### config.mk
export PLATFORM = sky130hd
export DESIGN_NAME = wm8731_config_sequencer
export DESIGN_NICKNAME = d
export VERILOG_FILES = /design/src/rtl/wm8731_config_sequencer.sv
export SDC_FILE = /design/constraint.sdc
export NUM_CORES = 1
export LEC_CHECK = 0
export BUFFER_PORTS_ARGS = -buffer_cell sky130_fd_sc_hd__buf_2
export CORE_UTILIZATION = 45
export CTS_CLUSTER_DIAMETER = 150
export CTS_CLUSTER_SIZE = 12
export DETAILED_ROUTE_END_ITERATION = 12
export HOLD_SLACK_MARGIN = 0.06
export PLACE_DENSITY_LB_ADDON = 0.12
export SETUP_SLACK_MARGIN = 0.02
export SKIP_LAST_GASP = 1
export SLEW_MARGIN = 20
export SYNTH_ARGS = -nofsm -noshare
export SYNTH_HDL_FRONTEND = slang
export SYNTH_SLANG_ARGS = --single-unit
### constraint.sdc
create_clock -name clk -period 5.75 [get_ports clk]
set_clock_uncertainty 0.2 [all_clocks]
set_input_delay 0.575 -clock clk [delete_from_list [all_inputs] [get_ports clk]]
set_output_delay 0.575 -clock clk [all_outputs]
set_load 0.01 [all_outputs]
### src/rtl/wm8731_config_sequencer.sv
// WM8731 codec register-init sequencer: powers up, streams the init table to an
// I2C write controller, then services deferred headphone-volume writes.
module wm8731_config_sequencer #(
    parameter int unsigned STARTUP_CYCLES = 24000000,
    parameter int unsigned GAP_CYCLES     = 2400,
    parameter int unsigned TIMEOUT_CYCLES = 2400000,
    parameter logic [6:0]  DEV_ADDR       = 7'h1A
) (
    input  logic            clk,
    input  logic            reset,
    input  logic            start,
    input  logic [6:0]      vol,
    input  logic            vol_update,
    output logic [6:0]      addr,
    output logic [1:0][7:0] wdata,
    output logic            req,
    input  logic            ack,
    output logic            busy,
    output logic            done,
    output logic            error
);

    localparam int unsigned PWR_W = (STARTUP_CYCLES > 1) ? $clog2(STARTUP_CYCLES) : 1;
    localparam int unsigned GAP_W = (GAP_CYCLES > 1) ? $clog2(GAP_CYCLES) : 1;
    localparam int unsigned TO_W  = (TIMEOUT_CYCLES > 1) ? $clog2(TIMEOUT_CYCLES) : 1;

    localparam logic [PWR_W-1:0] PWR_LAST = PWR_W'(STARTUP_CYCLES - 1);
    localparam logic [GAP_W-1:0] GAP_LAST = GAP_W'(GAP_CYCLES - 1);
    localparam logic [TO_W-1:0]  TO_LAST  = TO_W'(TIMEOUT_CYCLES - 1);
    localparam logic [2:0]       IDX_LAST = 3'd7;
    localparam logic [2:0]       IDX_VOL  = 3'd6;
    localparam logic [6:0]       VOL_RST  = 7'h79;

    typedef enum logic [2:0] {
        WAIT_PWR = 3'd0,
        LOAD     = 3'd1,
        REQ      = 3'd2,
        GAP      = 3'd3,
        DONE     = 3'd4
    } state_t;

    state_t           state_q, state_d;
    logic [2:0]       idx_q, idx_d;
    logic [PWR_W-1:0] pwr_cnt_q, pwr_cnt_d;
    logic [GAP_W-1:0] gap_cnt_q, gap_cnt_d;
    logic [TO_W-1:0]  to_cnt_q, to_cnt_d;
    logic             req_q, req_d;
    logic [6:0]       addr_q, addr_d;
    logic [15:0]      wdata_q, wdata_d;
    logic             busy_q, busy_d;
    logic             done_q, done_d;
    logic             error_q, error_d;
    logic             pending_q, pending_d;
    logic [6:0]       vol_reg_q, vol_reg_d;
    logic             vol_wr_q, vol_wr_d;

    // Returns {reg[6:0], data[8:0]}, which splits directly into the two I2C bytes.
    function automatic logic [15:0] table_word(input logic [2:0] i, input logic [6:0] v);
        logic [6:0] r;
        logic [8:0] d;
        case (i)
            3'd0:    begin r = 7'd15; d = 9'h000;      end
            3'd1:    begin r = 7'd6;  d = 9'h067;      end
            3'd2:    begin r = 7'd4;  d = 9'h012;      end
            3'd3:    begin r = 7'd5;  d = 9'h000;      end
            3'd4:    begin r = 7'd7;  d = 9'h002;      end
            3'd5:    begin r = 7'd8;  d = 9'h019;      end
            3'd6:    begin r = 7'd2;  d = {2'b11, v};  end
            default: begin r = 7'd9;  d = 9'h001;      end
        endcase
        return {r, d};
    endfunction

    always_ff @(posedge clk or negedge reset) begin
        if (!reset) begin
            state_q   <= WAIT_PWR;
            idx_q     <= 3'd0;
            pwr_cnt_q <= '0;
            gap_cnt_q <= '0;
            to_cnt_q  <= '0;
            req_q     <= 1'b0;
            addr_q    <= DEV_ADDR;
            wdata_q   <= 16'h0000;
            busy_q    <= 1'b1;
            done_q    <= 1'b0;
            error_q   <= 1'b0;
            pending_q <= 1'b0;
            vol_reg_q <= VOL_RST;
            vol_wr_q  <= 1'b0;
        end else begin
            state_q   <= state_d;
            idx_q     <= idx_d;
            pwr_cnt_q <= pwr_cnt_d;
            gap_cnt_q <= gap_cnt_d;
            to_cnt_q  <= to_cnt_d;
            req_q     <= req_d;
            addr_q    <= addr_d;
            wdata_q   <= wdata_d;
            busy_q    <= busy_d;
            done_q    <= done_d;
            error_q   <= error_d;
            pending_q <= pending_d;
            vol_reg_q <= vol_reg_d;
            vol_wr_q  <= vol_wr_d;
        end
    end

    always_comb begin
        state_d   = state_q;
        idx_d     = idx_q;
        pwr_cnt_d = pwr_cnt_q;
        gap_cnt_d = gap_cnt_q;
        to_cnt_d  = to_cnt_q;
        req_d     = req_q;
        addr_d    = addr_q;
        wdata_d   = wdata_q;
        error_d   = error_q;
        pending_d = pending_q;
        vol_wr_d  = vol_wr_q;
        vol_reg_d = vol_update ? vol : vol_reg_q;

        case (state_q)
            WAIT_PWR: begin
                if (pwr_cnt_q == PWR_LAST) begin
                    idx_d   = 3'd0;
                    state_d = LOAD;
                end else if (pwr_cnt_q != '1) begin
                    pwr_cnt_d = pwr_cnt_q + 1'b1;
                end
            end
            LOAD: begin
                addr_d   = DEV_ADDR;
                wdata_d  = table_word(idx_q, vol_reg_q);
                req_d    = 1'b1;
                to_cnt_d = '0;
                state_d  = REQ;
            end
            REQ: begin
                // A missing ack is treated as a completed write so the table still finishes.
                if (req_q && ack) begin
                    req_d     = 1'b0;
                    gap_cnt_d = '0;
                    state_d   = GAP;
                end else if (to_cnt_q == TO_LAST) begin
                    error_d   = 1'b1;
                    req_d     = 1'b0;
                    gap_cnt_d = '0;
                    state_d   = GAP;
                end else if (to_cnt_q != '1) begin
                    to_cnt_d = to_cnt_q + 1'b1;
                end
            end
            GAP: begin
                if (gap_cnt_q == GAP_LAST) begin
                    if (vol_wr_q) begin
                        vol_wr_d = 1'b0;
                        state_d  = DONE;
                    end else if (idx_q == IDX_LAST) begin
                        state_d = DONE;
                    end else begin
                        idx_d   = idx_q + 3'd1;
                        state_d = LOAD;
                    end
                end else if (gap_cnt_q != '1) begin
                    gap_cnt_d = gap_cnt_q + 1'b1;
                end
            end
            DONE: begin
                if (start) begin
                    error_d   = 1'b0;
                    pending_d = 1'b0;
                    vol_wr_d  = 1'b0;
                    idx_d     = 3'd0;
                    state_d   = LOAD;
                end else if (pending_q) begin
                    pending_d = 1'b0;
                    vol_wr_d  = 1'b1;
                    idx_d     = IDX_VOL;
                    state_d   = LOAD;
                end
            end
            default: begin
                state_d = WAIT_PWR;
            end
        endcase

        if (vol_update) begin
            pending_d = 1'b1;
        end

        busy_d = (state_d != DONE);
        done_d = (state_d == DONE);
    end

    assign addr  = addr_q;
    assign wdata = wdata_q;
    assign req   = req_q;
    assign busy  = busy_q;
    assign done  = done_q;
    assign error = error_q;

endmodule

* Word-level counts from Yosys, hierarchy flattened *
Cells that the tools add are included.

storage, ports and cells
  bits in registers = 94
  latch bits = 0
  RAM bits = 0
  bits in read-only memories = 0
  bits of input ports = 12
  output and inout port bits = 27
  logic and storage cells = 107
  memories = 0

cells by class
  $add $sub $neg = 4
  multipliers = 0
  divide/modulo/power cells = 0
  magnitude comparators = 0
  equality and inequality tests = 32
  shifts and indexed selects = 0
  multiplexer cells = 40
  bitwise operators = 1
  reductions and logical operators = 17

operator list
  kind                     count
  $mux W22                 3
  $pmux W9 S6              1
  $mux W12                 4
  $pmux W22 S2             1
  $mux W3                  14
  $pmux W4 S7              1
  $add A25 B1 Y25 const B  1
  $eq A25 B25 Y1 const B   1
  $ne A25 B25 Y1 const B   1
  $pmux W12 S2             1
  $add A22 B1 Y22 const B  1
  $eq A22 B22 Y1 const B   1
  $ne A2 B2 Y1 const B     11
  $ne A22 B22 Y1 const B   1
  $eq A3 B3 Y1 const B     6
  $pmux W3 S5              1
  $add A12 B1 Y12 const B  1
  $eq A12 B12 Y1 const B   1
  $eq A3 B2 Y1 const B     4
  $ne A12 B12 Y1 const B   1
  $reduce_and A4 Y1        3
  $mux W1                  10
  $reduce_bool A2 Y1       5
  $ne A3 B3 Y1 const B     3
  other kinds (12)         17

* Depth between registers and ports, before layout *
  word-level depth = 6
  mapped depth = 8
  mapped depth without buffers = 6

* Worst setup path after synthesis *
No wires, ideal clock.

  kind = register to register
  start = register pwr_cnt_q[0]
  end = register pwr_cnt_q[1]
  library setup time = 0.125 ns
  arrival time = 1.930 ns
  required time = 5.425 ns
  setup slack = 3.496 ns
  stages on the path, launching flop included = 8
  buffers on the path = 1
  period minus slack after synthesis = 2.254 ns
  cell sequence = dfrtp_1 ha_1 clkbuf_1 nand2_1 nor4_1 nand3b_1 nand2_1 mux2_2

between the ends
  longest elaborated chain between the ends = 3
  elaborated cells on any way between the ends = 5
  classes of those cells = add/sub: 1; eq/ne: 2; bitwise: 1; reduce/logical: 1

RTL lines
  element                                                  RTL line  source
  from (decl)                                              44        logic [PWR_W-1:0] pwr_cnt_q, pwr_cnt_d;
  from (signal assigned)                                   93        pwr_cnt_q <= pwr_cnt_d;
  branches (longest 3 deep; another with $add A25 B1 Y25)  --

Several ways; the timed one is not identified.
A chain may end at the register's enable or synchronous reset.

* Final worst setup path *
  start = register state_q[2]
  end = register to_cnt_q[12]

between the ends
  longest elaborated chain between the ends = 3
  elaborated cells on any way between the ends = 8
  classes of those cells = eq/ne: 5; mux: 1; reduce/logical: 2

RTL lines
  element                                                                     RTL line  source
  from (decl)                                                                 42        state_t state_q, state_d;
  from (signal assigned)                                                      91        state_q <= state_d;
  $eq A3 B2 Y1 / $eq A3 B1 Y1 (equally long branches)                         122       case (state_q)
  $ne A2 B2 Y1 (no source line) / $reduce_bool A2 Y1 (equally long branches)  --
  $reduce_and A4 Y1 (no source line)                                          --
  to (signal assigned)                                                        95        to_cnt_q <= to_cnt_d;
  to (decl)                                                                   46        logic [TO_W-1:0] to_cnt_q, to_cnt_d;

Several ways; a longest one is shown, not always the timed one.

==> run metrics <==
final non-filler cell area 0.00533 mm²; Hold Path Depth 2; Post-Place Cell Area 0.00510 mm²; Starting Density 47.2%; PwrDens 214 mW/mm²; share of cells above drive strength 1 13.6%; most used routing layer met1; port bufs 28; reg2reg setup slack 2940 ps; first drt pass iteration count 5; Synth-to-Final Area Change 7.44%; non-filler cells, final 674; Synth cell types 61; HP Class input port to flop; post_cts resized 0; Hold Startpoint vol[6]; Final nets 554; CTS tree yes; switching part of the total power 21.7%; final WL 10300 µm; initial antenna violation count 0; Placer Congestion 0.822; Setup CP Type flop to flop; combinational group share of total power 2.3%; die area 0.0114 mm²; Max-Cap Viols 0; number of global-route vias before repair 3601; worst vdd ir 163 µV; Core Util, Final 50.7%; cell count after synthesis 518; grt ovf 0; met1 Track Usage GR 28.8%; DRC viols 0; met3 Track Usage GR 3.34%; Via density 5.76; Final Hold Viols 0; Post-synth EDFFs 0; clock-pin slew on the worst setup and hold paths 90 ps; Slew headroom 33.1%; syn avg cell area 9.57 µm²; Root Driver clkbuf_8; Reg-to-Reg End to_cnt_q[12]; Reg power frac 56.3%; GRT Util Overall 19.7%; synthesized flop and latch total 90; WHS Endpoint vol_reg_q[6]; routed vias 3882; post-synthesis cell area 0.00496 mm²; Async S/R FF share, synth 100%; die height 107 µm; Num CTS Buffers 9; WL/cell 15.2 µm; RSZ-0062 raised after global routing no; die width 107 µm; status finished, final reports clean; drt initial violations 179; total negative slack 0 ps; P_leak 2.21 nW; Int Pwr 0.893 mW; Net Switching 0.248 mW; first-pass GRT wire length 17600 µm; Critical Path AT 2870 ps; Placed Cells 657; Clock Tree Buf Depth 2; antenna cells 0; Worst-Margin Slew 1000 ps; CP required 5800 ps; clock power share 41.4%; Core ar. 0.0105 mm²; sequential area share after synthesis 45.6%; Synth Flop Type dfrtp_1; R2R Path Start state_q[2]; H-tree lvl count 3; final number of setup-violating endpoints 0; clock tree sinks 90; Synth Warn # 0; Ports 39; Setup crit end kind flop; post-route minimum period 2810 ps; Hold Slack 235 ps; Max Fanout on Critical Path 26; Period Utilization, post-route 48.9%; met2 usage 28.2%; largest net degree at the start of global routing 48; Startpoint Class flop; clock latency on the worst-skew pair 370 ps; FF-to-FF path depth 5; FP Rows 37; hpwl dp 7090 µm; FMAX 0.355 GHz; Slew Viols, Final 0; Antenna Violating Nets Remaining 0
==> kinds of logic after synthesis <==
logic type,Yosys count,synth area share (%)
buf+inv,45,5.15
simple gates,225,25.3
fa+ha+maj,9,2.27
mux,16,3.43
compound gates,108,14.1
xor+xnor,23,4.06
other cells,2,0.151
flops,90,45.6
==> cell type report <==
type,count,area (µm²)
Clock inverter,5,78.8
Tap cell,136,170
Timing Repair Buffer,31,168
Multi-Input combinational cell,391,2480
Clock buffer,11,131
Fill cell,974,5180
Sequential cell,90,2260
Inverter,10,37.5
==> sequential cells by signal (all words and copies together) (netlist names) <==
| name | flops |
|---|---|
| pwr_cnt_q | 25 |
| to_cnt_q | 22 |
| gap_cnt_q | 12 |
| wdata | 12 |
| vol_reg_q | 7 |
| idx_q | 3 |
| state_q | 3 |
| busy | 1 |
| done | 1 |
| error | 1 |
| pending_q | 1 |
| req | 1 |
| vol_wr_q | 1 |
==> timing repair <==
item / in CTS / in global routing
buffers inserted: 0 / 0
hold buffers: 1 / 0
hold endpoints to repair: 43 / 0
==> cell usage after synthesis, types with 5 or more instances <==
library cell  instances  area (µm²)
a21oi_1              29         145
a31oi_1               8        50.1
and2_1                7        43.8
and3_1               11        68.8
and4_1                7        61.3
buf_4                14         105
clkbuf_1             14        52.6
dfrtp_1              84        2100
dfstp_2               6         158
ha_1                  9         113
inv_1                10        37.5
mux2_2                8        90.1
mux2i_1               8        80.1
nand2_1              45         169
nand3_1              32         160
nand4_1              25         156
nor2_1               30         113
nor3_1                9        45.0
nor3b_1               5        37.5
nor4_1                8        50.1
o21ai_0              26         130
o21ai_1               5        25.0
o31ai_1               9        67.6
or3_1                13        81.3
or4_1                10        75.1
xnor2_1              22         193
==> power by group through the flow <==
stage	sequential, mW	combinational, mW	clock (mW)
global route	0.643	0.0309	0.515
floorplan	0.654	0.0140	0
detailed placement	0.655	0.0272	0
CTS	0.643	0.0278	0.483
finish	0.642	0.0264	0.472
global placement	0.655	0.0265	0
==> critical path, cell delays in order (launching register included) <==
cell and delay, ps:
dfrtp_1 540, or3b_1 770, nand4_1 450, o21a_1 400
nor3b_1 180, mux2i_1 160
==> stage by stage <==
step | power [mW] | setup WS (ps)
6_report | 1.14 | 2940
5_1_grt | 1.19 | 2700
4_1_cts | 1.15 | 2930
3_5_place_dp | 0.682 | 2960
3_3_place_gp | 0.681 | 3040
2_1_floorplan | 0.668 | 3500
==> how the worst max path moves through the flow <==
stage	from	end	slack, ps	depth (start not counted)
6_report	state_q[2]	to_cnt_q[12]	2940	5
5_1_grt	pwr_cnt_q[0]	pwr_cnt_q[1]	2700	6
4_1_cts	state_q[2]	to_cnt_q[6]	2930	5
3_5_place_dp	state_q[2]	to_cnt_q[6]	2960	5
3_3_place_gp	state_q[2]	to_cnt_q[12]	3040	5
2_1_floorplan	pwr_cnt_q[0]	pwr_cnt_q[1]	3500	7
==> layer usage <==
metal | up-vias | share of wire, %
met2 | 66 | 44
met4 | 0 | 1.8
li1 | 1923 | -
met3 | 16 | 3.3
met1 | 1877 | 50
met5 | - | 0
==> layout by cell type (no fill, tap or decap), types with 5 or more instances in the layout <==
master	count
and2_1	7
and4_1	7
mux2i_1	8
dfrtp_1	84
mux2_2	8
nor3_1	9
o21ai_0	26
o21ai_1	5
xnor2_1	22
nand4_1	25
clkbuf_8	9
or3_1	13
or4_1	10
conb_1	10
buf_2	27
o31ai_1	9
a21oi_1	29
dfstp_2	6
ha_1	9
a31oi_1	8
and3_1	11
nor4_1	8
nand2_1	45
inv_1	10
nor2_1	30
nand3_1	32
(Power assumes the default switching activity.)
